## config.mk

```make
export PLATFORM = sky130hd
export DESIGN_NAME = sockit_spi_dma_master
export DESIGN_NICKNAME = d
export VERILOG_FILES = /design/src/rtl/sockit_spi_dma_master.sv
export SDC_FILE = /design/constraint.sdc
export NUM_CORES = 1
export LEC_CHECK = 0
export ABC_AREA = 1
export BUFFER_PORTS_ARGS = -buffer_cell sky130_fd_sc_hd__buf_2
export CAP_MARGIN = 20
export CORE_UTILIZATION = 40
export CTS_BUF_LIST = sky130_fd_sc_hd__clkbuf_2
export DETAILED_ROUTE_END_ITERATION = 12
export PLACE_DENSITY = 0.7
export SLEW_MARGIN = 10
export SYNTH_ARGS = -nofsm -noshare
export SYNTH_HDL_FRONTEND = slang
export SYNTH_SLANG_ARGS = --single-unit
export TNS_END_PERCENT = 100
```

## constraint.sdc

```tcl
create_clock -name ACLK -period 3.9 [get_ports ACLK]
set_clock_uncertainty 0.05 [all_clocks]
set_input_delay 0.195 -clock ACLK [delete_from_list [all_inputs] [get_ports ACLK]]
set_output_delay 0.195 -clock ACLK [all_outputs]
set_load 0.05 [all_outputs]
```

## src/rtl/sockit_spi_dma_master.sv

```systemverilog
// AXI4 initiator DMA for the SPI master: memory <-> SPI data streams.
// Issues INCR bursts clipped to BL beats and to 4 KB pages.
module sockit_spi_dma_master #(
    parameter int DW = 32,
    parameter int AW = 32,
    parameter int IW = 4,
    parameter int BL = 16,
    parameter int ID = 0
)(
    input  logic          ACLK,
    input  logic          ARESET,
    input  logic          cmd_vld,
    output logic          cmd_rdy,
    input  logic          cmd_dir,
    input  logic [AW-1:0] cmd_adr,
    input  logic [15:0]   cmd_len,
    output logic          sts_done,
    output logic          sts_err,
    output logic          ARVALID,
    input  logic          ARREADY,
    output logic [AW-1:0] ARADDR,
    output logic [7:0]    ARLEN,
    output logic [2:0]    ARSIZE,
    output logic [1:0]    ARBURST,
    output logic [IW-1:0] ARID,
    input  logic          RVALID,
    output logic          RREADY,
    input  logic [DW-1:0] RDATA,
    input  logic [1:0]    RRESP,
    input  logic          RLAST,
    input  logic [IW-1:0] RID,
    output logic          AWVALID,
    input  logic          AWREADY,
    output logic [AW-1:0] AWADDR,
    output logic [7:0]    AWLEN,
    output logic [2:0]    AWSIZE,
    output logic [1:0]    AWBURST,
    output logic [IW-1:0] AWID,
    output logic          WVALID,
    input  logic          WREADY,
    output logic [DW-1:0] WDATA,
    output logic [DW/8-1:0] WSTRB,
    output logic          WLAST,
    input  logic          BVALID,
    output logic          BREADY,
    input  logic [1:0]    BRESP,
    input  logic [IW-1:0] BID,
    output logic          sdw_vld,
    output logic [DW-1:0] sdw_dat,
    input  logic          sdw_rdy,
    input  logic          sdr_vld,
    input  logic [DW-1:0] sdr_dat,
    output logic          sdr_rdy
);

    localparam int SH = $clog2(DW/8);

    typedef enum logic [2:0] {
        IDLE, RADR, RDAT, WADR, WDAT, WRSP, DONE
    } state_t;

    state_t        st, st_d;
    logic [AW-1:0] adr, adr_d, step;
    logic [15:0]   rem, rem_d;
    logic [8:0]    len, len_d, cnt, cnt_d;
    logic          err, err_d;
    logic [12:0]   bnd;
    logic          unused;

    // one transaction outstanding at a time, so IDs carry no information
    assign unused = ^{RID, BID};
    assign step   = AW'(len) << SH;

    always_comb begin
        st_d  = st;
        adr_d = adr;
        rem_d = rem;
        cnt_d = cnt;
        err_d = err;
        unique case (st)
            IDLE: if (cmd_vld) begin
                adr_d = cmd_adr;
                rem_d = cmd_len;
                err_d = 1'b0;
                cnt_d = '0;
                if (cmd_len == 16'd0) st_d = DONE;
                else if (cmd_dir)     st_d = WADR;
                else                  st_d = RADR;
            end
            RADR: if (ARREADY) st_d = RDAT;
            RDAT: if (RVALID && sdw_rdy) begin
                if (RRESP != 2'b00) err_d = 1'b1;
                if (RLAST) begin
                    adr_d = adr + step;
                    rem_d = rem - 16'(len);
                    st_d  = (rem_d == 16'd0 || err_d) ? DONE : RADR;
                end
            end
            WADR: if (AWREADY) st_d = WDAT;
            WDAT: if (sdr_vld && WREADY) begin
                if (cnt == len - 9'd1) begin
                    cnt_d = '0;
                    st_d  = WRSP;
                end else begin
                    cnt_d = cnt + 9'd1;
                end
            end
            WRSP: if (BVALID) begin
                if (BRESP != 2'b00) err_d = 1'b1;
                adr_d = adr + step;
                rem_d = rem - 16'(len);
                st_d  = (rem_d == 16'd0 || err_d) ? DONE : WADR;
            end
            DONE: st_d = IDLE;
            default: st_d = IDLE;
        endcase
        // next burst length: min(remaining, BL, words left in the 4 KB page)
        bnd   = (13'h1000 - {1'b0, adr_d[11:0]}) >> SH;
        len_d = 9'(BL);
        if ({4'b0, len_d} > bnd) len_d = bnd[8:0];
        if (rem_d < {7'b0, len_d}) len_d = rem_d[8:0];
    end

    always_ff @(posedge ACLK) begin
        if (ARESET) begin
            st  <= IDLE;
            adr <= '0;
            rem <= '0;
            len <= '0;
            cnt <= '0;
            err <= 1'b0;
        end else begin
            st  <= st_d;
            adr <= adr_d;
            rem <= rem_d;
            len <= len_d;
            cnt <= cnt_d;
            err <= err_d;
        end
    end

    assign cmd_rdy  = (st == IDLE) & ~ARESET;
    assign sts_done = (st == DONE);
    assign sts_err  = err;

    assign ARVALID = (st == RADR);
    assign ARADDR  = adr;
    assign ARLEN   = 8'(len - 9'd1);
    assign ARSIZE  = 3'(SH);
    assign ARBURST = 2'b01;
    assign ARID    = IW'(ID);
    assign RREADY  = (st == RDAT) & sdw_rdy;
    assign sdw_vld = (st == RDAT) & RVALID;
    assign sdw_dat = RDATA;

    assign AWVALID = (st == WADR);
    assign AWADDR  = adr;
    assign AWLEN   = 8'(len - 9'd1);
    assign AWSIZE  = 3'(SH);
    assign AWBURST = 2'b01;
    assign AWID    = IW'(ID);
    assign WVALID  = (st == WDAT) & sdr_vld;
    assign WDATA   = sdr_dat;
    assign WSTRB   = '1;
    assign WLAST   = (st == WDAT) && (cnt == len - 9'd1);
    assign sdr_rdy = (st == WDAT) & WREADY;
    assign BREADY  = (st == WRSP);

endmodule
```

==> impl_metrics.yaml <==
timing:
  drv_slew: 0
  rsz0062_at_grt: "false"
  finalCritPeriodShare_pct: 91.8
  setup_viol: 0
  worstMarginPinSlew_ps: 604
  finalCriticalPeriod_ps: 3580
  fmaxAchievable_ghz: 0.279
  tns_ps: 0
  hold_viol_final: 0
  slew_headroom_pct: 59.4
floorplanning:
  die_x_um: 132
  start_util_pct: 40.8
  dieArea_mm2: 0.0173
  fp.coreArea_mm2: 0.0165
  num_io_pins: 313
  core.rowCount: 47
  die_h_um: 132
worst_setup_path:
  worstSetupPathType: "flip-flop to flip-flop"
  worstPathMaxFanout: 7
  cp-start-kind: "flip-flop"
  cp.required_ps: 4330
  cp-end-kind: "flip-flop"
  slowest_delay_ps: 420
  crit_slowest_cell: "fa_1"
  cp.arrival_ps: 4010
  critPathBufInv: 2
  crit_family: "simple AND/OR/NAND/NOR gates"
logic_synthesis:
  syn_area_per_cell_um2: 6.42
  synth_seq_cells: 70
  synth_edf_count: 0
  synthArstFlopShare_pct: 0
  yosysWarnings: 0
  synth.distinct_cells: 51
  syn-cell-area_mm2: 0.00672
  syn_inst: 1047
  ys_seq_area_share_pct: 20.9
  synth-main-ff-cell: "dfxtp_1"
clock_network:
  clkSinkCount: 70
  cts_max_path_buffers: 2
  cts_setup_buffers: 0
  clock_latency_ps: 560
  htree_levels: 3
  cts_made_buffers: 9
  cts_tree: "yes"
  cts.clk_slew.worst_paths_ps: 200
  clock-root-buffer: "clkbuf_2"
route:
  wl_per_cell_um: 13.9
  via_per_inst: 4.98
  first_pass_iters: 5
  ant_nets: 0
  drt_iter0_drc: 373
  post-route-drc-count: 0
  vias: 6874
  wl_um: 19100
min_path:
  min_path_type: "input pin to flip-flop"
finish:
  num-fill-cells: 1697
  area_delta_synth_final_pct: 13.1
  regArea_mm2: 0.00142
  final_cell_mix: "nand2_1 (248), buf_2 (154), inv_1 (131)"
  multi_input_area_mm2: 0.00392
  nets: 1320
  drive_gt1_share_pct: 23.9
  layout_commonest_cell: "nand2_1"
outcome:
  status: "complete, no violations"
global_routing:
  antenna_found_initial: 2
  grt_pass1_vias: 6287
  grtUsageTotal_pct: 22.1
  grt_pass1_wl_um: 30700
  grt_max_degree: 45
  grt_overflow: 0
pwr:
  finalPower_mw: 6.25
  power_density_mw_per_mm2: 822
  leakage_nw: 3.87
  irDropWorstVdd_mv: 0.512
placed_design:
  place_congestion: 0.897
  hpwl_um: 14200
  port_buffers: 154
flow_run:
  max_cap_viol_count: 0
-- kinds of logic after synthesis --
group / after synthesis / share of synthesized area (%)
and+or+nand+nor: 502 / 34.3
xor gates and xnor gates: 27 / 3.52
AOI/OAI and AO/OA: 127 / 11.8
other: 2 / 0.112
adders and majority gates: 30 / 5.81
DFF: 70 / 20.9
buffers and inverters: 289 / 23.6
-- worst register-to-register path, cell delays in order (launching register included) --
cell and delay [ps]:
dfxtp_2 390, ha_4 170, fa_1 420, nand3_1 130, nand3b_1 80, nand3_1 110, nand3_2 140, nor2_2 150
nand3_2 110, nand2_2 80, nand3_2 80, nor2_4 110, nand3_2 100, nor3_2 210, inv_1 60, ha_1 260
inv_1 30, o21bai_2 160, nand2_1 50, nand2_1 40, nand2_1 70, nand2_1 60, nand2_2 120, nand2_4 100
a21oi_1 140, nor2_1 60
-- sequential cells by signal, indices dropped and copies added (netlist names) --
signal   cells
ARADDR      32
cnt          9
len          9
rem         16
st           3
sts_err      1
-- area by class of cell --
type	instances	share of cell area, %
sequential	70	18.7
antenna	1	0.0329
timing repair buffer	219	18.0
multi-input combinational	713	51.6
clock inverter	5	0.362
clock buffer	10	0.658
inverter	141	7.03
tap	220	3.62
-- power breakdown --
part	switching (mW)	internal, mW	total [mW]
combinational	3.34	1.38	4.72
clock	0.285	0.0772	0.362
sequential	0.263	0.903	1.17
total	3.89	2.36	6.25
-- cell usage after synthesis (5+ instances only) --
| cell | number | area [µm²] |
|---|---|---|
| a31oi_1 | 21 | 131 |
| a21oi_2 | 6 | 52.6 |
| a21oi_1 | 35 | 175 |
| dfxtp_1 | 70 | 1400 |
| nor3_1 | 17 | 85.1 |
| nor4_1 | 11 | 68.8 |
| nand2_2 | 6 | 37.5 |
| nand3_1 | 64 | 320 |
| nor2_1 | 84 | 315 |
| nand2_1 | 250 | 938 |
| buf_4 | 128 | 961 |
| nand3_2 | 6 | 60.1 |
| o21ai_0 | 35 | 175 |
| or2_2 | 16 | 100 |
| inv_2 | 6 | 22.5 |
| clkbuf_1 | 13 | 48.8 |
| inv_1 | 133 | 499 |
| a221oi_1 | 12 | 105 |
| nand3b_1 | 5 | 37.5 |
| nor2_2 | 8 | 50.1 |
| xor2_1 | 23 | 201 |
| ha_1 | 28 | 350 |
| nand4_1 | 20 | 125 |
-- worst paths after layout --
check,endpoint,depth (start not counted),slack (ps),startpoint
setup reg to reg,len[4]$_SDFF_PP0_,25,320,ARADDR[2]$_SDFF_PP0_
hold / removal,ARADDR[0]$_SDFF_PP0_,7,60,cmd_adr[0]
setup / recovery,len[4]$_SDFF_PP0_,25,320,ARADDR[2]$_SDFF_PP0_
hold reg to reg,cnt[1]$_SDFFE_PP0P_,2,480,cnt[1]$_SDFFE_PP0P_
-- what timing repair did --
| item | 4_1_cts | 5_1_grt |
|---|---|---|
| endpoints found under the hold margin | 40 | 2 |
| resized for setup | 0 | 30 |
| hold buffers | 42 | 2 |
| setup endpoints to repair | 0 | 9 |
-- per-stage QoR --
stage | utilization (%) | std cells | hold slack, ps | setup slack [ps] | instance area (µm²)
floorplan | - | 1071 | 313 | 93.4 | 6810
global placement | 42.3 | 1318 | 340 | 181 | 6970
detailed placement | 42.3 | 1318 | 340 | 96.9 | 6970
CTS | 45.4 | 1375 | 0.150 | 66.4 | 7470
global route | 46.2 | 1379 | 2.55 | 14.1 | 7600
finish | 46.2 | 1379 | 61.1 | 321 | 7600
-- layer usage --
metal  part of all wire (%)  global-route usage (%)  vias to the layer above
met1                     42                    26.0                     3061
met4                    2.0                    6.20                        2
met5                  0.052                       0                        -
met3                    7.5                    4.86                       47
li1                       -                       -                     3450
met2                     49                    39.9                      314
No activity file was read; power rests on OpenSTA's default activity.
